[src/rtl/aes_pkg.sv]
// Shared types and defaults for the AES request scheduler and its bench.
package aes_pkg;

  typedef logic [127:0] aes_block_t;

  localparam int unsigned AES_LATENCY_DEFAULT = 11;

  typedef enum logic [1:0] {
    IDLE,
    BUSY,
    HOLD
  } sched_state_t;

endpackage

[src/rtl/rr_arbiter.sv]
// Combinational round-robin arbiter: grants the first requester after ptr, wrapping.
// The pointer register is owned by the parent.
module rr_arbiter #(
  parameter int unsigned N = 4,
  localparam int unsigned IdxW = $clog2(N)
) (
  input  logic [N-1:0]    req,
  input  logic [IdxW-1:0] ptr,
  output logic [N-1:0]    gnt_onehot,
  output logic [IdxW-1:0] gnt_idx,
  output logic            any
);

  // Scan ptr+1 .. ptr+N (mod N) and take the first set request.
  always_comb begin
    logic [IdxW-1:0] cand_idx;
    cand_idx   = '0;
    gnt_onehot = '0;
    gnt_idx    = '0;
    any        = 1'b0;
    for (int unsigned i = 1; i <= N; i++) begin
      cand_idx = IdxW'((32'(ptr) + i) % N);
      if (!any && req[cand_idx]) begin
        any                  = 1'b1;
        gnt_idx              = cand_idx;
        gnt_onehot[cand_idx] = 1'b1;
      end
    end
  end

endmodule

[src/rtl/aes_req_scheduler.sv]
// Shares one fixed-latency AES-128 core among NUM_REQ requesters: round-robin issue,
// latency wait, one-entry response register and sticky timeout/spurious-result flags.
module aes_req_scheduler
  import aes_pkg::*;
#(
  parameter int unsigned NUM_REQ     = 4,
  parameter int unsigned AES_LATENCY = AES_LATENCY_DEFAULT,
  parameter int unsigned TIMEOUT     = 16,
  localparam int unsigned ID_W       = $clog2(NUM_REQ)
) (
  input  logic                   clk,
  input  logic                   resetn,
  input  logic [NUM_REQ-1:0]     req_valid_in,
  output logic [NUM_REQ-1:0]     req_ready_out,
  input  logic [NUM_REQ*128-1:0] req_data_in,
  input  logic [NUM_REQ*128-1:0] req_key_in,
  output logic                   rsp_valid_out,
  input  logic                   rsp_ready_in,
  output logic [127:0]           rsp_data_out,
  output logic [ID_W-1:0]        rsp_id_out,
  output logic                   aes_valid_out,
  output logic [127:0]           aes_data_out,
  output logic [127:0]           aes_key_out,
  input  logic [127:0]           aes_res_in,
  input  logic                   aes_res_valid_in,
  output logic                   busy_out,
  output logic                   err_timeout_out,
  output logic                   err_spurious_out
);

  // Counter must reach TIMEOUT-1 before saturating.
  localparam int unsigned CNT_W = $clog2(TIMEOUT + 1);

  sched_state_t     r_state;
  logic [ID_W-1:0]  r_rr_ptr;
  logic [ID_W-1:0]  r_id;
  logic [CNT_W-1:0] r_cnt;
  aes_block_t       r_rsp_data;
  logic [ID_W-1:0]  r_rsp_id;
  logic             r_rsp_valid;
  logic             r_err_timeout;
  logic             r_err_spurious;

  logic [NUM_REQ-1:0] w_gnt_onehot;
  logic [ID_W-1:0]    w_gnt_idx;
  logic               w_any;
  logic               w_issue;
  logic [CNT_W:0]     w_cnt_inc;
  aes_block_t         w_sel_data;
  aes_block_t         w_sel_key;

  rr_arbiter #(
    .N(NUM_REQ)
  ) u_arb (
    .req       (req_valid_in),
    .ptr       (r_rr_ptr),
    .gnt_onehot(w_gnt_onehot),
    .gnt_idx   (w_gnt_idx),
    .any       (w_any)
  );

  // Issue decision and the combinational core/requester handshake.
  always_comb begin
    w_issue       = w_any && ((r_state == IDLE) || ((r_state == HOLD) && rsp_ready_in));
    w_sel_data    = req_data_in[32'(w_gnt_idx) * 128 +: 128];
    w_sel_key     = req_key_in[32'(w_gnt_idx) * 128 +: 128];
    w_cnt_inc     = {1'b0, r_cnt} + (CNT_W + 1)'(1);
    aes_valid_out = w_issue;
    req_ready_out = w_issue ? w_gnt_onehot : '0;
    aes_data_out  = w_issue ? w_sel_data : '0;
    aes_key_out   = w_issue ? w_sel_key : '0;
  end

  // Scheduler FSM, latency counter, response register and sticky error flags.
  always_ff @(posedge clk) begin
    if (!resetn) begin
      r_state        <= IDLE;
      r_rr_ptr       <= ID_W'(NUM_REQ - 1);
      r_id           <= '0;
      r_cnt          <= '0;
      r_rsp_data     <= '0;
      r_rsp_id       <= '0;
      r_rsp_valid    <= 1'b0;
      r_err_timeout  <= 1'b0;
      r_err_spurious <= 1'b0;
    end else begin
      unique case (r_state)
        IDLE: begin
          if (aes_res_valid_in) r_err_spurious <= 1'b1;
          if (w_issue) r_state <= BUSY;
        end
        BUSY: begin
          if (aes_res_valid_in) begin
            r_rsp_data  <= aes_res_in;
            r_rsp_id    <= r_id;
            r_rsp_valid <= 1'b1;
            r_state     <= HOLD;
            // Off-schedule result is still delivered, but flagged.
            if (w_cnt_inc != (CNT_W + 1)'(AES_LATENCY)) r_err_spurious <= 1'b1;
          end else if (w_cnt_inc == (CNT_W + 1)'(TIMEOUT)) begin
            // Job is dropped; no response is produced.
            r_err_timeout <= 1'b1;
            r_state       <= IDLE;
          end
          if (r_cnt != '1) r_cnt <= r_cnt + CNT_W'(1);
        end
        HOLD: begin
          // A held response is never overwritten by a stray result.
          if (aes_res_valid_in) r_err_spurious <= 1'b1;
          if (rsp_ready_in) begin
            r_rsp_valid <= 1'b0;
            r_state     <= w_issue ? BUSY : IDLE;
          end
        end
        default: r_state <= IDLE;
      endcase

      // Issue only happens from IDLE/HOLD, so this never races the BUSY counter update.
      if (w_issue) begin
        r_rr_ptr <= w_gnt_idx;
        r_id     <= w_gnt_idx;
        r_cnt    <= '0;
      end
    end
  end

  assign rsp_valid_out    = r_rsp_valid;
  assign rsp_data_out     = r_rsp_data;
  assign rsp_id_out       = r_rsp_id;
  assign busy_out         = (r_state != IDLE);
  assign err_timeout_out  = r_err_timeout;
  assign err_spurious_out = r_err_spurious;

endmodule
[config.mk]
export PLATFORM = sky130hd
export DESIGN_NAME = aes_req_scheduler
export DESIGN_NICKNAME = d
export VERILOG_FILES = /design/src/rtl/aes_pkg.sv /design/src/rtl/rr_arbiter.sv /design/src/rtl/aes_req_scheduler.sv
export SDC_FILE = /design/constraint.sdc
export NUM_CORES = 1
export LEC_CHECK = 0
export CAP_MARGIN = 20
export CORE_AREA = 2 2 599 601
export DETAILED_ROUTE_END_ITERATION = 8
export DIE_AREA = 0 0 601 603
export PLACE_DENSITY_LB_ADDON = 0.08
export SYNTH_ARGS = -nofsm -noshare
export SYNTH_HDL_FRONTEND = slang
export SYNTH_SLANG_ARGS = --single-unit
[constraint.sdc]
create_clock -name clk -period 4.7 [get_ports clk]
set_input_delay 0.705 -clock clk [delete_from_list [all_inputs] [get_ports clk]]
set_output_delay 0.705 -clock clk [all_outputs]
set_load 0.05 [all_outputs]
* After elaboration in Yosys (flattened, before gate mapping)
Cells that the tools add are included.
Storage, ports and cells: output and inout bits 395, input bits 1160, RAM bits 0, word-level logic and storage cells 109, bits in registers 144, latch bits 0, memories 0, ROM bits 0
Operators by class: bitwise logic cells 5, equal/unequal tests 11, div/mod/pow operators 0, order comparisons 8, muxes and demuxes 43, multipliers 0, reductions and logical operators 25, $add $sub $neg 6, shift operators 2
Operators with widths (count):
- 512-bit by 10-bit variable part select with 128-bit output | 2
- 128-bit 2-to-1 mux | 2
- 4-bit 2-to-1 mux | 5
- 1-bit 2-to-1 mux | 17
- 2-bit 2-to-1 mux | 8
- 2-bit by 3-bit less-than comparator with 1-bit output (second input constant) | 4
- 4-bit OR | 3
- 1-bit logical AND | 9
- 3-bit AND reduction | 3
- 1-bit binary-select mux with 2-bit select | 4
- 1-bit demux with 2-bit select | 4
- 2-bit by 1-bit greater-or-equal comparator with 1-bit output (second input constant) | 4
- 2-bit != test (second input constant) | 4
- 5-bit by 1-bit adder with 6-bit output (second input constant) | 1
- 6-bit by 5-bit equality test with 1-bit output (second input constant) | 1
- 6-bit by 4-bit != test with 1-bit output (second input constant) | 1
- 2-bit one-hot mux with 3 select lines | 1
- 2-bit nonzero test | 3
- 5-bit by 1-bit adder with 5-bit output (second input constant) | 1
- 5-bit != test (second input constant) | 1
- 2-bit by 1-bit adder with 2-bit output (second input constant) | 2
- 2-bit adder (second input constant) | 2
- 1-bit one-hot mux with 2 select lines | 2
- 2-bit AND reduction | 2
- other kinds (10) | 14

* Longest topological paths before layout
Gate-level depths: netlist (run 1).
depth after elaboration 17, mapped depth 15, mapped depth without buffers 8

* Modules after synthesis
From an unflattened synthesis (run 1), not the netlist that was laid out.
Second synthesis, totals: cells, all modules 1366, area total of the unflattened synthesis 13837.0 µm²
Modules (own cells, without submodules):
- aes_req_scheduler | times used 1, cells an instance 1280, area an instance 13207.7 µm², sequential area each 2882.8 µm²
- rr_arbiter | times used 1, cells an instance 86, area an instance 629.4 µm², sequential area each 0.0 µm²

* Worst setup path after synthesis (run 1)
No wires, ideal clock.
path kind flip-flop to output port, start point reg r_rr_ptr[0], end point out aes_data_out[78], path buffers 6, slack -0.524 ns, arrival time 4.519 ns, cell stages (with the launch flop) 13, path through dfxtp_1 -> buf_6 -> inv_1 -> clkbuf_1 -> clkbuf_1 -> ha_1 -> mux4_2 -> clkbuf_1 -> o31ai_4 -> buf_2 -> buf_1 -> o22ai_1 -> o32ai_1
On the way: word-level cells in the longest chain between the ends 15
RTL lines:
- from (decl) | line aes_req_scheduler.sv:35 | logic [ID_W-1:0] r_rr_ptr;
- from (signal assigned) | line aes_req_scheduler.sv:78 | r_rr_ptr <= ID_W'(NUM_REQ - 1);
- from (signal assigned) | line aes_req_scheduler.sv:120 | r_rr_ptr <= w_gnt_idx;
- 2-bit by 1-bit adder with 2-bit output | line rr_arbiter.sv:22 | cand_idx = IdxW'((32'(ptr) + i) % N);
- 1-bit binary-select mux with 2-bit select | line rr_arbiter.sv:23 | if (!any && req[cand_idx]) begin
- 1-bit 2-to-1 mux (implied by the code) | line rr_arbiter.sv:23
- 1-bit 2-to-1 mux | line rr_arbiter.sv:23
- 1-bit logical NOT | line rr_arbiter.sv:23
- 1-bit logical AND | line rr_arbiter.sv:23
- 1-bit 2-to-1 mux | line rr_arbiter.sv:23
- 1-bit logical NOT | line rr_arbiter.sv:23
- 1-bit logical AND | line rr_arbiter.sv:23
- 1-bit 2-to-1 mux | line rr_arbiter.sv:23
- 1-bit logical NOT | line rr_arbiter.sv:23
- 1-bit logical AND | line rr_arbiter.sv:23
- 2-bit 2-to-1 mux or 1-bit 2-to-1 mux (tied branches) | line rr_arbiter.sv:23
- 512-bit by 10-bit variable part select with 128-bit output or 1-bit logical AND (tied branches) | line aes_req_scheduler.sv:65, aes_req_scheduler.sv:64
- 128-bit 2-to-1 mux * | line aes_req_scheduler.sv:70 | aes_data_out = w_issue ? w_sel_data : '0;
- to (decl) | line aes_req_scheduler.sv:22 | output logic [127:0] aes_data_out,
Mark *: on every way between the ends. The rest lies on a longest branch, timed or not. The select of a mux whose other input is x is not followed.

* Worst setup path in the final report (run 1)
start point in req_valid_in[3], end point out aes_key_out[48]
On the way: word-level cells in the longest chain between the ends 14
RTL lines:
- from (decl) | line aes_req_scheduler.sv:13 | input logic [NUM_REQ-1:0] req_valid_in,
- 1-bit binary-select mux with 2-bit select | line rr_arbiter.sv:23
- 1-bit 2-to-1 mux (implied by the code) | line rr_arbiter.sv:23
- 1-bit 2-to-1 mux | line rr_arbiter.sv:23
- 1-bit logical NOT | line rr_arbiter.sv:23
- 1-bit logical AND | line rr_arbiter.sv:23
- 1-bit 2-to-1 mux | line rr_arbiter.sv:23
- 1-bit logical NOT | line rr_arbiter.sv:23
- 1-bit logical AND | line rr_arbiter.sv:23
- 1-bit 2-to-1 mux | line rr_arbiter.sv:23
- 1-bit logical NOT | line rr_arbiter.sv:23
- 1-bit logical AND | line rr_arbiter.sv:23
- 2-bit 2-to-1 mux or 1-bit 2-to-1 mux (tied branches) | line rr_arbiter.sv:23
- 512-bit by 10-bit variable part select with 128-bit output or 1-bit logical AND (tied branches) | line aes_req_scheduler.sv:66, aes_req_scheduler.sv:64
- 128-bit 2-to-1 mux * | line aes_req_scheduler.sv:71 | aes_key_out = w_issue ? w_sel_key : '0;
- to (decl) | line aes_req_scheduler.sv:23 | output logic [127:0] aes_key_out,
Marks and branches as above.

==> flow_summary.html, run 1 <==
<table>
<tr><th>Metric</th><th>Value</th></tr>
<tr><th colspan="2">Timing</th></tr>
<tr><td>Transition time at the pin with the least slew margin</td><td>1030 ps</td></tr>
<tr><td>Setup repair after global routing missed its margin</td><td>no</td></tr>
<tr><td>Number of max-slew violations in the final report</td><td>0</td></tr>
<tr><td>Total negative slack for setup checks</td><td>0 ps</td></tr>
<tr><td>Final setup vio count</td><td>0</td></tr>
<tr><td>Fin Clk Skew</td><td>18.9 ps</td></tr>
<tr><td>Fin crit share</td><td>98.9%</td></tr>
<tr><td>Hold Vio Cnt, Final</td><td>0</td></tr>
<tr><td>Final critical delay including setup and external delays</td><td>4650 ps</td></tr>
<tr><td>Timing-limited maximum frequency</td><td>215 MHz</td></tr>
<tr><td>Worst relative slew slack</td><td>31.4%</td></tr>
<tr><th colspan="2">Global route</th></tr>
<tr><td>GRT overflow</td><td>0</td></tr>
<tr><td>GRT Util Overall</td><td>11.9%</td></tr>
<tr><td>Wire length of the first global-routing pass</td><td>281000 um</td></tr>
<tr><td>Pin count of the biggest net entering global routing</td><td>77</td></tr>
<tr><td>Number of antenna violations at the first check in global routing</td><td>144</td></tr>
<tr><td>Vias in the first global route</td><td>24890</td></tr>
<tr><th colspan="2">Worst setup path</th></tr>
<tr><td>Cell with the largest stage delay on the worst path</td><td>mux2i_1</td></tr>
<tr><td>Kind of cell adding the most delay to the critical path</td><td>buffers and inverters</td></tr>
<tr><td>Startpoint Class</td><td>input port</td></tr>
<tr><td>Worst r2r path cells</td><td>10</td></tr>
<tr><td>Maximum cell stage delay along the critical path</td><td>550 ps</td></tr>
<tr><td>Sort of element at the end of the critical path</td><td>output pin</td></tr>
<tr><td>Critical Path Stages</td><td>12</td></tr>
<tr><td>Data required time at the worst endpoint</td><td>3990 ps</td></tr>
<tr><td>Critical path peak fanout</td><td>19</td></tr>
<tr><td>Buffering stage count on the worst path with inverters included</td><td>6</td></tr>
<tr><td>Series of cell instances along the critical path</td><td>clkdlybuf4s50_1, mux4_2, nor2b_4, nand2b_4, o21ai_4, buf_12, buf_16, buf_4, buf_12, mux2i_1, o32ai_2, buf_4</td></tr>
<tr><td>Critical path data arrival time</td><td>3940 ps</td></tr>
<tr><td>Critical setup path kind</td><td>input port to output pin</td></tr>
<tr><th colspan="2">Final layout</th></tr>
<tr><td>Area grow syn2layout</td><td>183%</td></tr>
<tr><td>Fraction of final layout cells with drive strength greater than 1</td><td>25.2%</td></tr>
<tr><td>Final layout net count</td><td>4852</td></tr>
<tr><td>Post-layout instance count excluding filler cells</td><td>8476</td></tr>
<tr><th colspan="2">Synthesis</th></tr>
<tr><td>Count of flip-flops with a built-in enable after synthesis</td><td>0</td></tr>
<tr><td>Number of instances in the synthesized netlist</td><td>2020</td></tr>
<tr><td>Ys async rst share</td><td>0%</td></tr>
<tr><td>Share of the yosys chip area belonging to registers</td><td>19.0%</td></tr>
<tr><td>Count leader, synth</td><td>nand2_1</td></tr>
<tr><td>Flip-flop cell with the highest count after synthesis</td><td>dfxtp_1</td></tr>
<tr><td>Number of library cell types mapped by synthesis</td><td>41</td></tr>
<tr><td>Post-Syn Nets</td><td>3191</td></tr>
<tr><td>Most frequent cells after synthesis</td><td>nand2_1, mux2i_1, o22ai_1</td></tr>
<tr><td>Register bit total from synthesis</td><td>144</td></tr>
<tr><td>Average instance area after synthesis</td><td>7.50 um^2</td></tr>
<tr><td>Most area-consuming cells after synthesis</td><td>mux2i_1, dfxtp_1, nand2_1</td></tr>
<tr><td>Total number of yosys warnings</td><td>0</td></tr>
<tr><td>Yosys top cell area share</td><td>25.5%</td></tr>
<tr><td>Largest area contributor in the netlist</td><td>mux2i_1</td></tr>
<tr><td>Post-synth design cell area</td><td>15100 um^2</td></tr>
<tr><th colspan="2">Die</th></tr>
<tr><td>Die Span Y</td><td>603 um</td></tr>
<tr><td>Core box area</td><td>355000 um^2</td></tr>
<tr><td>Initial core utilization</td><td>4.26%</td></tr>
<tr><td>Die footprint</td><td>362000 um^2</td></tr>
<tr><td>DIE WIDTH</td><td>601 um</td></tr>
<tr><td>Number of placed I/O pins</td><td>1555</td></tr>
<tr><td>Num rows</td><td>219</td></tr>
<tr><th colspan="2">Route</th></tr>
<tr><td>Average wire per standard cell</td><td>26.5 um</td></tr>
<tr><td>Detailed-routing iteration count for the pre-antenna-repair pass</td><td>4</td></tr>
<tr><td>DR top layer</td><td>met5</td></tr>
<tr><td>Met1 WL</td><td>81300 um</td></tr>
<tr><td>Met3 WL</td><td>15500 um</td></tr>
<tr><td>Number of design rule violations left after detail routing</td><td>0</td></tr>
<tr><td>Iteration-0 DRC Markers</td><td>1027</td></tr>
<tr><td>WL met2</td><td>124000 um</td></tr>
<tr><td>Vias per inst</td><td>2.77</td></tr>
<tr><td>Post-DRT Antenna Nets</td><td>0</td></tr>
<tr><td>Routed via count</td><td>23489</td></tr>
<tr><td>Wirelength, routed</td><td>224000 um</td></tr>
<tr><th colspan="2">Place</th></tr>
<tr><td>Final estimated routing congestion in global placement</td><td>0.818</td></tr>
<tr><td>Placed insts</td><td>8375</td></tr>
<tr><td>Detailed placement HPWL</td><td>193000 um</td></tr>
<tr><td>Buffers added on ports</td><td>1554</td></tr>
<tr><th colspan="2">Clocking</th></tr>
<tr><td>Number of buffers added by the clock tree synthesis step</td><td>17</td></tr>
<tr><td>Clock latency of the later-clocked register in the worst-skew pair</td><td>490 ps</td></tr>
<tr><td>Root Buffer Master</td><td>clkbuf_16</td></tr>
<tr><td>Clock input transition at the sequential cells of the worst setup and hold paths</td><td>70 ps</td></tr>
<tr><td>Maximum level of the CTS H-tree</td><td>4</td></tr>
<tr><td>TritonCTS sink count</td><td>144</td></tr>
<tr><td>CTS tree</td><td>yes</td></tr>
<tr><td>Clock buffer depth</td><td>2</td></tr>
<tr><th colspan="2">Job</th></tr>
<tr><td>Max-capacitance violation count</td><td>0</td></tr>
<tr><th colspan="2">Outcome</th></tr>
<tr><td>Status</td><td>complete, no violations</td></tr>
<tr><th colspan="2">Min path</th></tr>
<tr><td>Worst hold-check path type</td><td>flop to flop</td></tr>
<tr><td>Number of cells traversed by the worst hold path</td><td>2</td></tr>
</table>
final cells by class:
class,instances,area [um^2]
fill,40698,312000
timing repair buffer,1860,19400
multi-input combinational,1651,14000
tap,4751,5940
sequential,144,2890
clock buffer,19,453
clock inverter,12,159
antenna,32,80.1
inverter,7,31.3
worst register-to-register path, stage by stage (launching register included):
cell	delay (ps)
dfxtp_2	380
inv_6	40
ha_4	290
mux4_2	550
buf_6	160
or3_1	400
o32ai_1	240
buf_4	180
or2_4	160
buf_12	160
o211a_1	160
through the flow:
| stage | hold WS [ps] | setup slack (ps) | instance area [um^2] | util (%) |
|---|---|---|---|---|
| 6_report | 463 | 53.8 | 42900 | 12.1 |
| 5_1_grt | 483 | 0.106 | 42800 | 12.1 |
| 4_1_cts | 469 | -3.11 | 42600 | 12.0 |
| 3_5_place_dp | 458 | -466 | 41000 | 11.5 |
| 3_3_place_gp | 451 | -473 | 41000 | 11.5 |
| 2_1_floorplan | 441 | -494 | 17400 | - |
logic make-up (layout without fill, tap and decap cells):
| kind of cell | after synthesis | in the layout | synth area share (%) |
|---|---|---|---|
| other | 0 | 32 | 0 |
| adder cells (fa/ha/maj) | 11 | 11 | 0.909 |
| XOR/XNOR | 5 | 5 | 0.289 |
| multiplexers | 392 | 392 | 26.3 |
| flip-flops | 144 | 144 | 19.0 |
| AO/OA/AOI/OAI | 548 | 548 | 26.8 |
| buffers and inverters | 225 | 1898 | 6.97 |
| AND/OR/NAND/NOR | 695 | 695 | 19.7 |
path summary, 6_finish.rpt:
kind,from,endpoint,slack [ps]
min reg2reg,rsp_data_out[120],rsp_data_out[120],460
max reg2reg,r_rr_ptr[0],r_id[1],1930
min,rsp_data_out[120],rsp_data_out[120],460
max,req_valid_in[3],aes_key_out[48],50
placed cells by master (no fill, tap or decap), types with 4 or more instances in the layout:
cell type           n
a21boi_0          132
a21oi_1             6
a221oi_1            4
a22oi_1             4
and3_1            130
buf_12            135
buf_16             13
buf_4             389
buf_6              26
bufbuf_16           4
clkbuf_16          17
clkdlybuf4s50_1  1292
clkinv_4            4
dfxtp_1           142
diode_2            32
ha_1               10
inv_1               4
mux2i_1           328
mux2i_2            36
mux2i_4            22
mux4_2              4
nand2_1           525
nor2_1             17
o21ai_0             5
o22ai_1           130
o22ai_2           123
o22ai_4             4
o32ai_1            11
o32ai_2            57
o32ai_4            62
state kept, by name, indices dropped and copies added (netlist names):
signal / cells
rsp_data_out: 128
r_cnt: 5
r_id: 2
r_rr_ptr: 2
r_state: 2
rsp_id_out: 2
err_spurious_out: 1
err_timeout_out: 1
rsp_valid_out: 1
metal layers:
metal | vias to the layer above | track usage [%]
li1 | 10929 | -
met1 | 11273 | 12.2
met2 | 978 | 23.5
met4 | 58 | 1.71
met3 | 251 | 3.83
met5 | - | 0
repair_timing:
item | 4_1_cts | 5_1_grt
gates resized for setup | 117 | 19
pin swaps | 4 | 2
gates cloned | 6 | 0
hold buffers | 0 | 0
endpoints found under the hold margin | 0 | 0
setup buffers | 18 | 14
endpoints found under the setup margin | 239 | 86
Power of run 1 is left out: the tool's default activity adds up to more than one toggle a clock period on the data nets, which glitch-free logic cannot reach.
==> run 2: changes to the inputs <==
HOLD_SLACK_MARGIN = 0.05   (was not set)
SKIP_LAST_GASP = 1   (was not set)
==> run 2 against run 1 <==
  * Clock skew shrank 1.0 ps
  * Core utilization barely moved
  * First-iteration DRC count up 2.5%
  * Worst setup slack improved by 73 ps
  * Flip-flop and latch count unchanged
  * Sequential share of layout area barely moved
  * Die area stayed put
  * Hold slack is essentially flat
  * Non-clock buffer count fell by 6
  * Count of clock-buffer cells in the layout stayed put
  * Global-route usage unchanged
  * Routed wire length about the same
==> flow_summary.html, run 2 (synthesis gave the netlist of run 1 again) <==
<table>
<tr><th>Metric</th><th>Value</th></tr>
<tr><th colspan="2">Outcome</th></tr>
<tr><td>Status</td><td>complete, no violations (unchanged)</td></tr>
<tr><th colspan="2">Timing</th></tr>
<tr><td>Hold Vio Cnt, Final</td><td>0 (unchanged)</td></tr>
<tr><td>Fin Clk Skew</td><td>17.8 ps (was 18.9 ps)</td></tr>
<tr><td>Fin crit share</td><td>97.3% (was 98.9%)</td></tr>
<tr><td>Number of max-slew violations in the final report</td><td>0 (unchanged)</td></tr>
<tr><td>Final setup vio count</td><td>0 (unchanged)</td></tr>
<tr><td>Final critical delay including setup and external delays</td><td>4570 ps (was 4650 ps)</td></tr>
<tr><td>Transition time at the pin with the least slew margin</td><td>986 ps (was 1030 ps)</td></tr>
<tr><td>Total negative slack for setup checks</td><td>0 ps (unchanged)</td></tr>
<tr><td>Worst relative slew slack</td><td>34.3% (was 31.4%)</td></tr>
<tr><td>Timing-limited maximum frequency</td><td>219 MHz (was 215 MHz)</td></tr>
<tr><th colspan="2">Worst setup path</th></tr>
<tr><td>Data required time at the worst endpoint</td><td>3990 ps (about the same)</td></tr>
<tr><td>Startpoint Class</td><td>input port (unchanged)</td></tr>
<tr><td>Worst path most repeated cell</td><td>buf_4</td></tr>
<tr><td>Series of cell instances along the critical path</td><td>clkdlybuf4s50_1, mux4_2, buf_6, inv_2, nand2b_4, o21ai_4, buf_12, bufbuf_16, buf_16, mux2i_1, buf_4, o32ai_2, buf_4 (was clkdlybuf4s50_1, mux4_2, nor2b_4, nand2b_4, o21ai_4, buf_12, buf_16, buf_4, buf_12, mux2i_1, o32ai_2, buf_4)</td></tr>
<tr><td>Sort of element at the end of the critical path</td><td>output pin (unchanged)</td></tr>
<tr><td>Critical path data arrival time</td><td>3870 ps (was 3940 ps)</td></tr>
<tr><td>Critical setup path kind</td><td>input port to output pin (unchanged)</td></tr>
<tr><td>Cell with the largest stage delay on the worst path</td><td>mux4_2 (was mux2i_1)</td></tr>
<tr><td>Critical path peak fanout</td><td>6 (was 19)</td></tr>
<tr><td>Maximum cell stage delay along the critical path</td><td>550 ps (about the same)</td></tr>
<tr><th colspan="2">Die</th></tr>
<tr><td>DIE WIDTH</td><td>601 um (unchanged)</td></tr>
<tr><td>Core box area</td><td>355000 um^2 (unchanged)</td></tr>
<tr><td>Num rows</td><td>219 (unchanged)</td></tr>
<tr><td>Number of placed I/O pins</td><td>1555 (unchanged)</td></tr>
<tr><td>Initial core utilization</td><td>4.26% (unchanged)</td></tr>
<tr><td>Die footprint</td><td>362000 um^2 (unchanged)</td></tr>
<tr><td>Die Span Y</td><td>603 um (unchanged)</td></tr>
<tr><th colspan="2">Clocking</th></tr>
<tr><td>TritonCTS sink count</td><td>144 (unchanged)</td></tr>
<tr><td>Maximum level of the CTS H-tree</td><td>4 (unchanged)</td></tr>
<tr><td>Clock input transition at the sequential cells of the worst setup and hold paths</td><td>70 ps (about the same)</td></tr>
<tr><td>Clock buffer depth</td><td>2 (unchanged)</td></tr>
<tr><td>Clock latency of the later-clocked register in the worst-skew pair</td><td>490 ps (about the same)</td></tr>
<tr><td>Root Buffer Master</td><td>clkbuf_16 (unchanged)</td></tr>
<tr><td>Number of buffers added by the clock tree synthesis step</td><td>17 (unchanged)</td></tr>
<tr><td>CTS tree</td><td>yes (unchanged)</td></tr>
<tr><th colspan="2">Final layout</th></tr>
<tr><td>Max FFs per register</td><td>128 (unchanged)</td></tr>
<tr><td>Area used by multi-input combinational logic</td><td>14000 um^2 (about the same)</td></tr>
<tr><td>Most common library cell in the layout ignoring fill and taps</td><td>clkdlybuf4s50_1 (unchanged)</td></tr>
<tr><td>Final layout net count</td><td>4846 (was 4852)</td></tr>
<tr><td>Most frequent cells in the layout</td><td>clkdlybuf4s50_1, nand2_1, buf_4, mux2i_1, dfxtp_1 (unchanged)</td></tr>
<tr><td>Layout filler cell count</td><td>40707 (was 40698)</td></tr>
<tr><td>Final core area utilization</td><td>12.1% (about the same)</td></tr>
<tr><td>Area grow syn2layout</td><td>183% (about the same)</td></tr>
<tr><td>Storage element area</td><td>2890 um^2 (unchanged)</td></tr>
<tr><td>Post-layout instance count excluding filler cells</td><td>8476 (unchanged)</td></tr>
<tr><td>Fraction of final layout cells with drive strength greater than 1</td><td>25.1% (was 25.2%)</td></tr>
<tr><th colspan="2">Place</th></tr>
<tr><td>Detailed placement HPWL</td><td>193000 um (unchanged)</td></tr>
<tr><td>Buffers added on ports</td><td>1554 (unchanged)</td></tr>
<tr><td>Placed insts</td><td>8375 (unchanged)</td></tr>
<tr><td>Final estimated routing congestion in global placement</td><td>0.818 (unchanged)</td></tr>
<tr><th colspan="2">Global route</th></tr>
<tr><td>GRT overflow</td><td>0 (unchanged)</td></tr>
<tr><td>Pin count of the biggest net entering global routing</td><td>77 (unchanged)</td></tr>
<tr><td>Number of antenna violations at the first check in global routing</td><td>144 (unchanged)</td></tr>
<tr><td>Wire length of the first global-routing pass</td><td>281000 um (about the same)</td></tr>
<tr><td>Vias in the first global route</td><td>24890 (unchanged)</td></tr>
<tr><td>GRT Util Overall</td><td>11.9% (unchanged)</td></tr>
<tr><th colspan="2">Route</th></tr>
<tr><td>Number of design rule violations left after detail routing</td><td>0 (unchanged)</td></tr>
<tr><td>Wirelength, routed</td><td>225000 um (was 224000 um)</td></tr>
<tr><td>Vias per inst</td><td>2.78 (was 2.77)</td></tr>
<tr><td>Post-DRT Antenna Nets</td><td>0 (unchanged)</td></tr>
<tr><td>Average wire per standard cell</td><td>26.5 um (about the same)</td></tr>
<tr><td>Routed via count</td><td>23540 (was 23489)</td></tr>
<tr><td>Iteration-0 DRC Markers</td><td>1053 (was 1027)</td></tr>
<tr><td>Detailed-routing iteration count for the pre-antenna-repair pass</td><td>4 (unchanged)</td></tr>
<tr><th colspan="2">Min path</th></tr>
<tr><td>Worst hold-check path type</td><td>flop to flop (unchanged)</td></tr>
<tr><th colspan="2">Job</th></tr>
<tr><td>Max-capacitance violation count</td><td>0 (unchanged)</td></tr>
</table>
run 2: cell types whose count changed in the layout (fill, tap and decap cells not counted):
| cell | delta |
|---|---|
| diode_2 | +6 |
| buf_4 | -3 |
| buf_6 | -3 |
| buf_12 | +2 |
| buf_16 | -2 |
| mux2i_4 | -2 |
| mux2i_1 | +1 |
| mux2i_2 | +1 |
| o32ai_2 | -1 |
| o32ai_4 | +1 |
run 2: timing repair:
item / in CTS / in global routing
hold buffers: 0 / 0
setup buffers: 18 / 8
gates cloned: 6 / 0
resized for setup: 115 / 14
pin swaps: 4 / 2
setup endpoints to repair: 239 / 87
run 2: area by class of cell:
| class | count | area share (%) |
|---|---|---|
| Antenna cell | 38 | 0.222 |
| Clock buffer | 19 | 1.06 |
| Clock inverter | 12 | 0.371 |
| Inverter | 7 | 0.0730 |
| Multi-Input combinational cell | 1651 | 32.7 |
| Sequential cell | 144 | 6.74 |
| Tap cell | 4751 | 13.9 |
| Timing Repair Buffer | 1854 | 45.0 |
run 2: path summary, 6_finish.rpt:
check                      end  cells after the start         startpoint  slack, ps
max             aes_key_out[8]                     13    req_valid_in[2]        130
max reg2reg            r_id[1]                     10        r_rr_ptr[0]       1920
min reg2reg  rsp_data_out[120]                      2  rsp_data_out[120]        460
min          rsp_data_out[120]                      2  rsp_data_out[120]        460
run 2: stage by stage:
| stage | instance area (um^2) | hold slack, ps | setup slack (ps) |
|---|---|---|---|
| floorplan | 17400 | 441 | -494 |
| global placement | 41000 | 451 | -473 |
| detailed placement | 41000 | 458 | -466 |
| CTS | 42600 | 469 | -24.4 |
| global route | 42800 | 483 | -51.5 |
| finish | 42800 | 463 | 127 |
run 2: metal layers:
layer | track usage, % | vias up | part of all wire, %
met2 | 23.5 | 1010 | 55
met5 | 0 | - | 0.17
met3 | 3.83 | 257 | 7.3
met1 | 12.2 | 11297 | 36
li1 | - | 10918 | -
met4 | 1.71 | 58 | 1.5
run 2: critical path: cells and delay by family:
| kind | cells | cell delay (ps) |
|---|---|---|
| buffers and inverters | 8 | 1840 |
| muxes | 2 | 920 |
| AOI/OAI and AO/OA | 2 | 240 |
| and+or+nand+nor | 1 | 90 |
Power of run 2 is left out for the same reason.
